File: src/rtl/uart_arb_pkg.sv
// Shared definitions for the UART TX arbiter.
//   BYTE_W      : width of one UART byte
//   arb_state_e : arbiter FSM state encoding
package uart_arb_pkg;

    localparam int unsigned BYTE_W = 8;

    typedef enum logic [1:0] {
        ST_IDLE        = 2'd0,
        ST_SEND        = 2'd1,
        ST_WAIT_ACCEPT = 2'd2,
        ST_WAIT_DONE   = 2'd3
    } arb_state_e;

endpackage

File: src/rtl/rr_pick.sv
// Combinational round-robin priority picker.
//   req     : request vector, one bit per requester
//   rr_ptr  : index of the most recent winner (lowest priority this round)
//   winner  : first requesting index found from rr_ptr+1 upward, with wrap
//   any_req : at least one request bit is set
module rr_pick #(
    parameter int unsigned NUM_REQ = 4,
    parameter int unsigned REQ_W   = $clog2(NUM_REQ)
) (
    input  logic [NUM_REQ-1:0] req,
    input  logic [REQ_W-1:0]   rr_ptr,
    output logic [REQ_W-1:0]   winner,
    output logic               any_req
);

    int unsigned idx;

    always_comb begin
        winner  = '0;
        any_req = 1'b0;
        idx     = 0;
        // The first hit wins; later slots in the walk are ignored.
        for (int unsigned off = 1; off <= NUM_REQ; off++) begin
            idx = (32'(rr_ptr) + off) % NUM_REQ;
            if (!any_req && req[idx[REQ_W-1:0]]) begin
                winner  = idx[REQ_W-1:0];
                any_req = 1'b1;
            end
        end
    end

endmodule

File: src/rtl/uart_tx_arbiter.sv
// Shares one UART transmitter between NUM_REQ byte-stream requesters.
// Round-robin arbitration with packet lock: a grant is held until the holder's
// last byte, MAX_BURST bytes, or HOLD_TIMEOUT idle cycles mid-packet.
//   clk, rst     : clock, synchronous active-high reset
//   req_valid    : per-requester byte valid
//   req_data     : byte for requester i at [8i+7:8i]
//   req_last     : final byte of a packet (qualified by valid)
//   req_ready    : one-hot byte-accept strobe
//   tx_data      : byte to the UART TX core
//   tx_wr        : one-cycle write strobe to the TX core
//   tx_busy      : TX core is shifting a frame
//   grant_active : a requester holds the grant
//   grant_id     : index of the holder, valid while grant_active
module uart_tx_arbiter
    import uart_arb_pkg::*;
#(
    parameter int unsigned NUM_REQ      = 4,
    parameter int unsigned MAX_BURST    = 16,
    parameter int unsigned HOLD_TIMEOUT = 1000,
    parameter int unsigned REQ_W        = $clog2(NUM_REQ)
) (
    input  logic                      clk,
    input  logic                      rst,
    input  logic [NUM_REQ-1:0]        req_valid,
    input  logic [BYTE_W*NUM_REQ-1:0] req_data,
    input  logic [NUM_REQ-1:0]        req_last,
    output logic [NUM_REQ-1:0]        req_ready,
    output logic [BYTE_W-1:0]         tx_data,
    output logic                      tx_wr,
    input  logic                      tx_busy,
    output logic                      grant_active,
    output logic [REQ_W-1:0]          grant_id
);

    localparam logic [7:0]  BURST_LIM = 8'(MAX_BURST);
    localparam logic [15:0] IDLE_LIM  = 16'(HOLD_TIMEOUT - 1);

    arb_state_e         state_q, state_d;
    logic [REQ_W-1:0]   rr_ptr_q, rr_ptr_d;
    logic [REQ_W-1:0]   grant_id_q, grant_id_d;
    logic               grant_active_q, grant_active_d;
    logic [7:0]         byte_cnt_q, byte_cnt_d;
    logic [15:0]        idle_cnt_q, idle_cnt_d;
    logic               last_flag_q, last_flag_d;
    logic [BYTE_W-1:0]  tx_data_q, tx_data_d;

    logic [REQ_W-1:0]   pick_id;
    logic               any_req;
    logic [BYTE_W-1:0]  data_arr [NUM_REQ];
    logic               g_valid;
    logic               g_last;
    logic [BYTE_W-1:0]  g_data;
    logic               xfer;

    rr_pick #(
        .NUM_REQ (NUM_REQ),
        .REQ_W   (REQ_W)
    ) u_rr_pick (
        .req     (req_valid),
        .rr_ptr  (rr_ptr_q),
        .winner  (pick_id),
        .any_req (any_req)
    );

    always_comb begin
        for (int i = 0; i < NUM_REQ; i++) begin
            data_arr[i] = req_data[BYTE_W*i +: BYTE_W];
        end
    end

    assign g_valid = req_valid[grant_id_q];
    assign g_last  = req_last[grant_id_q];
    assign g_data  = data_arr[grant_id_q];
    // A busy transmitter stalls the transfer even with valid high.
    assign xfer    = (state_q == ST_SEND) && g_valid && !tx_busy;

    always_comb begin
        state_d        = state_q;
        rr_ptr_d       = rr_ptr_q;
        grant_id_d     = grant_id_q;
        grant_active_d = grant_active_q;
        byte_cnt_d     = byte_cnt_q;
        idle_cnt_d     = idle_cnt_q;
        last_flag_d    = last_flag_q;
        tx_data_d      = tx_data_q;
        req_ready      = '0;
        tx_wr          = 1'b0;

        case (state_q)
            ST_IDLE: begin
                if (any_req) begin
                    grant_id_d     = pick_id;
                    grant_active_d = 1'b1;
                    byte_cnt_d     = '0;
                    idle_cnt_d     = '0;
                    state_d        = ST_SEND;
                end
            end
            ST_SEND: begin
                if (xfer) begin
                    req_ready[grant_id_q] = 1'b1;
                    tx_wr                 = 1'b1;
                    tx_data_d             = g_data;
                    byte_cnt_d            = byte_cnt_q + 8'd1;
                    last_flag_d           = g_last;
                    idle_cnt_d            = '0;
                    state_d               = ST_WAIT_ACCEPT;
                end else if (!g_valid) begin
                    if (idle_cnt_q >= IDLE_LIM) begin
                        state_d        = ST_IDLE;
                        rr_ptr_d       = grant_id_q;
                        grant_active_d = 1'b0;
                    end else if (idle_cnt_q != 16'hFFFF) begin
                        idle_cnt_d = idle_cnt_q + 16'd1;
                    end
                end
            end
            ST_WAIT_ACCEPT: begin
                if (tx_busy) begin
                    state_d = ST_WAIT_DONE;
                end
            end
            ST_WAIT_DONE: begin
                if (!tx_busy) begin
                    if (last_flag_q || (byte_cnt_q == BURST_LIM)) begin
                        // Releasing holder becomes lowest priority next round.
                        state_d        = ST_IDLE;
                        rr_ptr_d       = grant_id_q;
                        grant_active_d = 1'b0;
                    end else begin
                        state_d = ST_SEND;
                    end
                end
            end
            default: begin
                state_d = ST_IDLE;
            end
        endcase
    end

    always_ff @(posedge clk) begin
        if (rst) begin
            state_q        <= ST_IDLE;
            rr_ptr_q       <= REQ_W'(NUM_REQ - 1);
            grant_id_q     <= '0;
            grant_active_q <= 1'b0;
            byte_cnt_q     <= '0;
            idle_cnt_q     <= '0;
            last_flag_q    <= 1'b0;
            tx_data_q      <= '0;
        end else begin
            state_q        <= state_d;
            rr_ptr_q       <= rr_ptr_d;
            grant_id_q     <= grant_id_d;
            grant_active_q <= grant_active_d;
            byte_cnt_q     <= byte_cnt_d;
            idle_cnt_q     <= idle_cnt_d;
            last_flag_q    <= last_flag_d;
            tx_data_q      <= tx_data_d;
        end
    end

    // The write strobe cycle drives the live byte; otherwise hold the last one.
    assign tx_data      = xfer ? g_data : tx_data_q;
    assign grant_active = grant_active_q;
    assign grant_id     = grant_id_q;

endmodule
File: config.mk
export PLATFORM = sky130hd
export DESIGN_NAME = uart_tx_arbiter
export DESIGN_NICKNAME = d
export VERILOG_FILES = /design/src/rtl/uart_arb_pkg.sv /design/src/rtl/rr_pick.sv /design/src/rtl/uart_tx_arbiter.sv
export SDC_FILE = /design/constraint.sdc
export NUM_CORES = 1
export LEC_CHECK = 0
export BUFFER_PORTS_ARGS = -buffer_cell sky130_fd_sc_hd__buf_2
export CAP_MARGIN = 20
export CORE_MARGIN = 10
export CORE_UTILIZATION = 48
export CTS_CLUSTER_DIAMETER = 30
export DETAILED_ROUTE_END_ITERATION = 8
export HOLD_SLACK_MARGIN = 0.06
export MAX_ROUTING_LAYER = met4
export PLACE_DENSITY = 0.83
export SKIP_LAST_GASP = 1
export SLEW_MARGIN = 30
export SYNTH_ARGS = -nofsm -noshare
export SYNTH_HDL_FRONTEND = slang
export SYNTH_SLANG_ARGS = --single-unit
File: constraint.sdc
create_clock -name clk -period 1.99 [get_ports clk]
set_input_delay 0.2985 -clock clk [delete_from_list [all_inputs] [get_ports clk]]
set_output_delay 0.2985 -clock clk [all_outputs]
set_load 0.005 [all_outputs]
==> flow_metrics.env, run 1 <==
export IMPL_period_minus_slack_ps=2110
export IMPL_overflow=0
export IMPL_io_pins=59
export IMPL_dieArea_mm2=0.00801
export IMPL_clkPwrFrac_pct=33.0
export IMPL_rsz0062_at_grt="yes"
export IMPL_synthCells=250
export IMPL_p_int_mw=1.46
export IMPL_end_kind="primary output"
export IMPL_grt_max_degree=17
export IMPL_path_class="reg -> out"
export IMPL_whs_endpoint="byte_cnt_q[1]$_SDFFE_PP0P_"
export IMPL_nNetsFinal=376
export IMPL_antenna_found_initial=0
export IMPL_htreeDepth=2
export IMPL_yosysMostFrequentCell="dfxtp_1"
export IMPL_synth_avg_cell_area_um2=9.27
export IMPL_setup_violations=15
export IMPL_hold_violations=0
export IMPL_routed_wl_um=6720
export IMPL_peakVddDrop_uv=367
export IMPL_holdCritStartpoint="rst"
export IMPL_drc=0
export IMPL_syn_nets=296
export IMPL_n_antenna_cell=0
export IMPL_place_congestion=0.894
export IMPL_min_path_cells=2
export IMPL_vias_per_cell=5.97
export IMPL_synth_area_mm2=0.00232
export IMPL_firstDrtPassIters=5
export IMPL_grt_use_met2_pct=29.7
export IMPL_die_x_um=89.5
export IMPL_yosysTopAreaCell="dfxtp_1"
export IMPL_maxCapViolations=0
export IMPL_top_usage_layer="met2"
export IMPL_met1_usage_pct=19.4
export IMPL_grt_use_total_pct=17.6
export IMPL_hpwl_um=4780
export IMPL_ys_seq_elements=40
export IMPL_clk_pin_slew_ps=80
export IMPL_synth_edf_count=0
export IMPL_cts_buffers=5
export IMPL_hold_path_class="in -> reg"
export IMPL_drv_slew=0
export IMPL_fin_worst_skew_ps=3.13
export IMPL_pwr_share_comb_pct=25.2
export IMPL_wl_per_cell_um=17.5
export IMPL_yosysWarnings=0
export IMPL_fill_cells=366
export IMPL_cts_tree="done"
export IMPL_dp_slack_ps=4.29
export IMPL_worst_pin_slew_ps=594
export IMPL_final_area_mm2=0.00304
export IMPL_ys_flop_type="dfxtp_1"
export IMPL_die_h_um=89.5
export IMPL_dr_first_iter_drc_count=162
export IMPL_ys_top_cells_by_count="dfxtp_1 (40), nand2_1 (20), nor2_1 (18)"
export IMPL_r2r_start="grant_id[0]$_SDFFE_PP0P_"
export IMPL_cellLeakagePower_nw=1.29
export IMPL_vias=2297
export IMPL_met3_usage_pct=3.19
export IMPL_grt_pass1_wl_um=10700
export IMPL_clk_latency_ps=300
export IMPL_sequentialPowerShare_pct=41.8
export IMPL_synthTopCellsByArea="dfxtp_1 (35%), mux4_2 (5.8%), mux4_1 (4.5%)"
export IMPL_whs_ps=317
export IMPL_synth_top_cell_area_share_pct=34.6
export IMPL_violations="setup timing"
export IMPL_io_buffers=58
export IMPL_clockBufferDepth=2
export IMPL_sw_frac_of_total_pct=27.6
export IMPL_area_growth_pct=31.3
export IMPL_r2r_end="idle_cnt_q[9]$_SDFFE_PP0P_"
export IMPL_layout_drive_gt1_share_pct=38.7
export IMPL_synth_cell_type_count=57
export IMPL_start_kind="flip-flop"
export IMPL_r2r_slack_ps=-100
export IMPL_root_buffer="clkbuf_8"
export IMPL_layout_setup_ws_ps=-123
export IMPL_status="finished, violations left"
export IMPL_r2r_cells=7
export IMPL_ys_seq_area_share_pct=34.6
export IMPL_start_util_pct=49.4
export IMPL_async_flop_share_pct=0
export IMPL_ant_nets=0
export IMPL_hold_buffers=0
export IMPL_p_sw_uw=557
export IMPL_cp_max_fo=10
export IMPL_clock_sinks=40
export IMPL_cp_data_arrival_time_ps=1810
export IMPL_rows=25
export IMPL_place_area_mm2=0.00280
export IMPL_core_area_mm2=0.00469
export IMPL_max_freq_ghz=0.473
export IMPL_required_ps=1690
export IMPL_max_slew_margin_rel_pct=60.1
export IMPL_total_power_mw=2.02
export IMPL_final_util_pct=64.8
export IMPL_period_share_pct=106
export IMPL_p_per_area_mw_per_mm2=663
export IMPL_grt_pass1_vias=2248
[final cells by class]
| class | count | area (um^2) | share of cell area (%) |
|---|---|---|---|
| timing repair buffer | 86 | 553 | 18.2 |
| tap | 54 | 67.6 | 2.22 |
| multi-input combinational | 189 | 1470 | 48.3 |
| clock inverter | 3 | 42.5 | 1.40 |
| inverter | 8 | 37.5 | 1.23 |
| sequential | 40 | 805 | 26.5 |
| clock buffer | 5 | 68.8 | 2.26 |
[how the worst max path moves through the flow]
stage / slack, ps / cells after the start / from / to
after floorplan: 6 / 6 / grant_id[0]$_SDFFE_PP0P_ / tx_data[1]
after global placement: 3 / 7 / req_valid[0] / byte_cnt_q[3]$_SDFFE_PP0P_
after detailed placement: 4 / 7 / req_valid[0] / byte_cnt_q[3]$_SDFFE_PP0P_
after CTS: -120 / 5 / grant_id[0]$_SDFFE_PP0P_ / tx_data[6]
after global routing: -160 / 5 / grant_id[0]$_SDFFE_PP0P_ / tx_data[2]
final: -120 / 5 / grant_id[0]$_SDFFE_PP0P_ / tx_data[6]
[per-layer routing]
layer,share of wire (%),wire length (um)
met4,3.7,248
met1,39,2650
met2,53,3570
met3,3.8,256
met5,0,0
[power by group through the flow]
stage	Combinational, mW	Sequential (mW)	Clock [mW]
after floorplan	0.276	0.855	0
after global placement	0.439	0.857	0
after detailed placement	0.449	0.858	0
after CTS	0.489	0.842	0.676
after global routing	0.546	0.844	0.704
final	0.508	0.842	0.665
[sequential cells by signal (all words and copies together) (netlist names), named ones only]
name	count
byte_cnt_q	8
grant_active	1
grant_id	2
idle_cnt_q	16
last_flag_q	1
rr_ptr_q	2
state_q	1
tx_data_q	8
[repair_timing]
item | 4_1_cts | 5_1_grt
buffers inserted | 3 | 0
pin swaps | 0 | 3
resized for setup | 15 | 12
endpoints found under the setup margin | 8 | 25
[cells by family after synthesis]
logic type                 synth area share (%)
xor gates and xnor gates                   1.51
muxes                                      16.5
and+or+nand+nor                            27.6
buffers and inverters                      4.32
adders and majority gates                  1.62
AOI/OAI and AO/OA                          13.9
DFF                                        34.6
[critical path, stage by stage (launching register included)]
cell and delay [ps]:
dfxtp_4 370, mux4_2 550, nand2_4 110, inv_8 60, mux2_4 310, buf_6 120
[cells in the final DEF (no fill, tap or decap), types with 4 or more instances in the layout]
cell / n
nor2_1: 18
buf_6: 8
buf_4: 25
inv_1: 7
and2_1: 14
buf_2: 52
mux4_2: 7
xor2_1: 4
nand4_1: 5
dfxtp_1: 39
a21oi_1: 16
nor3_1: 6
clkbuf_8: 5
o21ai_0: 4
and3_1: 7
mux2_4: 6
nand3_1: 13
nand2_1: 19
mux2i_1: 4
[metrics by stage]
step,TNS [ps],std cells
global route,-1930,385
CTS,-1070,385
global placement,0,375
floorplan,0,250
finish,-1170,385
detailed placement,0,375
No activity file was read; power rests on OpenSTA's default activity.
==> run 2, diff against run 1 <==
==> constraint.sdc (replaced) <==
create_clock -name clk -period 1.99 [get_ports clk]
set_input_delay 0.199 -clock clk [delete_from_list [all_inputs] [get_ports clk]]
set_output_delay 0.199 -clock clk [all_outputs]
set_load 0.005 [all_outputs]
==> run 2 against run 1 <==
The run still ends with setup timing left. Final area shrank 1.3%. Critical path depth unchanged. Register-to-register slack better by 110 ps. Sequential power about the same. Wire length is 7.2% lower. Clock-buffer cell count unchanged. Final cell count decreased by 1.3%. First-iteration DRC count decreased by 9.3%. Largest cell class unchanged.
==> flow_metrics.env, run 2 (synthesized netlist as in run 1, its figures left out) <==
export IMPL_n_antenna_cell=0
export IMPL_cp_data_arrival_time_ps=1830
export IMPL_status="finished, violations left"
export IMPL_final_util_pct=64.0
export IMPL_end_kind="primary output"
export IMPL_max_freq_ghz=0.492
export IMPL_vias_per_cell=5.81
export IMPL_dieArea_mm2=0.00801
export IMPL_antenna_found_initial=0
export IMPL_r2r_cells=7
export IMPL_vias=2209
export IMPL_p_per_area_mw_per_mm2=660
export IMPL_start_util_pct=49.4
export IMPL_layout_commonest_cell="buf_2"
export IMPL_rsz0062_at_grt="yes"
export IMPL_cpMaxStageDelayCell="mux4_2"
export IMPL_cellLeakagePower_nw=1.28
export IMPL_firstDrtPassIters=4
export IMPL_place_congestion=0.874
export IMPL_nNetsFinal=371
export IMPL_drc=0
export IMPL_wl_per_cell_um=16.4
export IMPL_grt_max_degree=19
export IMPL_clk_latency_ps=300
export IMPL_final_cell_mix="buf_2 (55), dfxtp_1 (37), nand2_1 (20)"
export IMPL_crit_chain="mux4_2, nand2_4, inv_8, mux2_4, buf_2"
export IMPL_path_class="reg -> out"
export IMPL_clockBufferDepth=2
export IMPL_grt_pass1_wl_um=10200
export IMPL_period_share_pct=102
export IMPL_place_area_mm2=0.00274
export IMPL_maxCapViolations=0
export IMPL_grt_pass1_vias=2213
export IMPL_layout_drive_gt1_share_pct=38.0
export IMPL_grt_use_total_pct=16.7
export IMPL_clk_pin_slew_ps=80
export IMPL_cp_max_fo=9
export IMPL_final_area_mm2=0.00300
export IMPL_hold_path_class="in -> reg"
export IMPL_largest_reg_flops=16
export IMPL_largest_register="idle_cnt_q"
export IMPL_reg_top3="idle_cnt_q: 16 flops, byte_cnt_q: 8 flops, tx_data_q: 8 flops"
export IMPL_overflow=0
export IMPL_dr_first_iter_drc_count=147
export IMPL_hold_violations=0
export IMPL_drv_slew=0
export IMPL_min_path_cells=2
export IMPL_placedCellCount=367
export IMPL_ant_nets=0
export IMPL_cts_buffers=5
export IMPL_rows=25
export IMPL_clock_sinks=40
export IMPL_setup_violations=8
export IMPL_die_h_um=89.5
export IMPL_worst_pin_slew_ps=442
export IMPL_violations="setup timing"
export IMPL_required_ps=1790
export IMPL_io_pins=59
export IMPL_hold_buffers=0
export IMPL_area_growth_pct=29.5
export IMPL_fin_worst_skew_ps=5.60
export IMPL_hpwl_um=4630
export IMPL_htreeDepth=2
export IMPL_die_x_um=89.5
export IMPL_max_slew_margin_rel_pct=69.8
export IMPL_finalNonFillerCells=380
export IMPL_root_buffer="clkbuf_8"
export IMPL_peakVddDrop_uv=413
export IMPL_period_minus_slack_ps=2030
export IMPL_routed_wl_um=6240
export IMPL_critPathMaxStageDelay_ps=550
export IMPL_layout_setup_ws_ps=-41.5
export IMPL_start_kind="flip-flop"
export IMPL_core_area_mm2=0.00469
export IMPL_cts_tree="done"
export IMPL_io_buffers=58
-- run 2: final cells by class --
type                            count  area, um^2
Inverter                            8        37.5
Tap cell                           54        67.6
Timing Repair Buffer               81         499
Clock buffer                        5        68.8
Sequential cell                    40         807
Fill cell                         384        1690
Multi-Input combinational cell    189        1480
Clock inverter                      3        42.5
-- run 2: repair_timing --
item	CTS	global route
endpoints found under the setup margin	8	19
pin swaps	0	4
resized for setup	11	16
setup buffers	3	3
-- run 2: final timing paths --
kind                                     from                          end  slack [ps]
setup / recovery     grant_id[0]$_SDFFE_PP0P_                   tx_data[3]         -40
hold / removal                            rst   byte_cnt_q[0]$_SDFFE_PP0P_         270
setup reg to reg     grant_id[0]$_SDFFE_PP0P_   idle_cnt_q[1]$_SDFFE_PP0P_          10
hold reg to reg   idle_cnt_q[13]$_SDFFE_PP0P_  idle_cnt_q[13]$_SDFFE_PP0P_         470
-- run 2: metrics by stage --
| step | hold WS [ps] | setup slack (ps) | TNS [ps] | power, mW |
|---|---|---|---|---|
| after floorplan | 404 | 33.7 | 0 | 1.13 |
| after global placement | 450 | 109 | 0 | 1.28 |
| after CTS | 256 | -47.9 | -288 | 1.98 |
| after global routing | 297 | -97.6 | -1130 | 2.07 |
| final | 268 | -41.5 | -255 | 1.98 |
| after detailed placement | 451 | 42.2 | 0 | 1.29 |
-- run 2: power breakdown --
part	internal, mW	leakage, nW	total [mW]	switching (mW)
Sequential	0.826	0.326	0.842	0.0163
Combinational	0.241	0.896	0.473	0.232
Clock	0.371	0.0541	0.667	0.296
-- run 2: routing by layer --
layer  GRT usage (%)  wire length [um]
met1            18.6              2630
met2            27.8              3310
met3            3.37               196
met4            8.24               107
met5               -                 0
-- run 2: critical path: cells and delay by family, from the launching register on --
| family | cells | cell delay (ps) |
|---|---|---|
| buf+inv | 2 | 190 |
| flops | 1 | 370 |
| mux | 2 | 850 |
| simple gates | 1 | 120 |
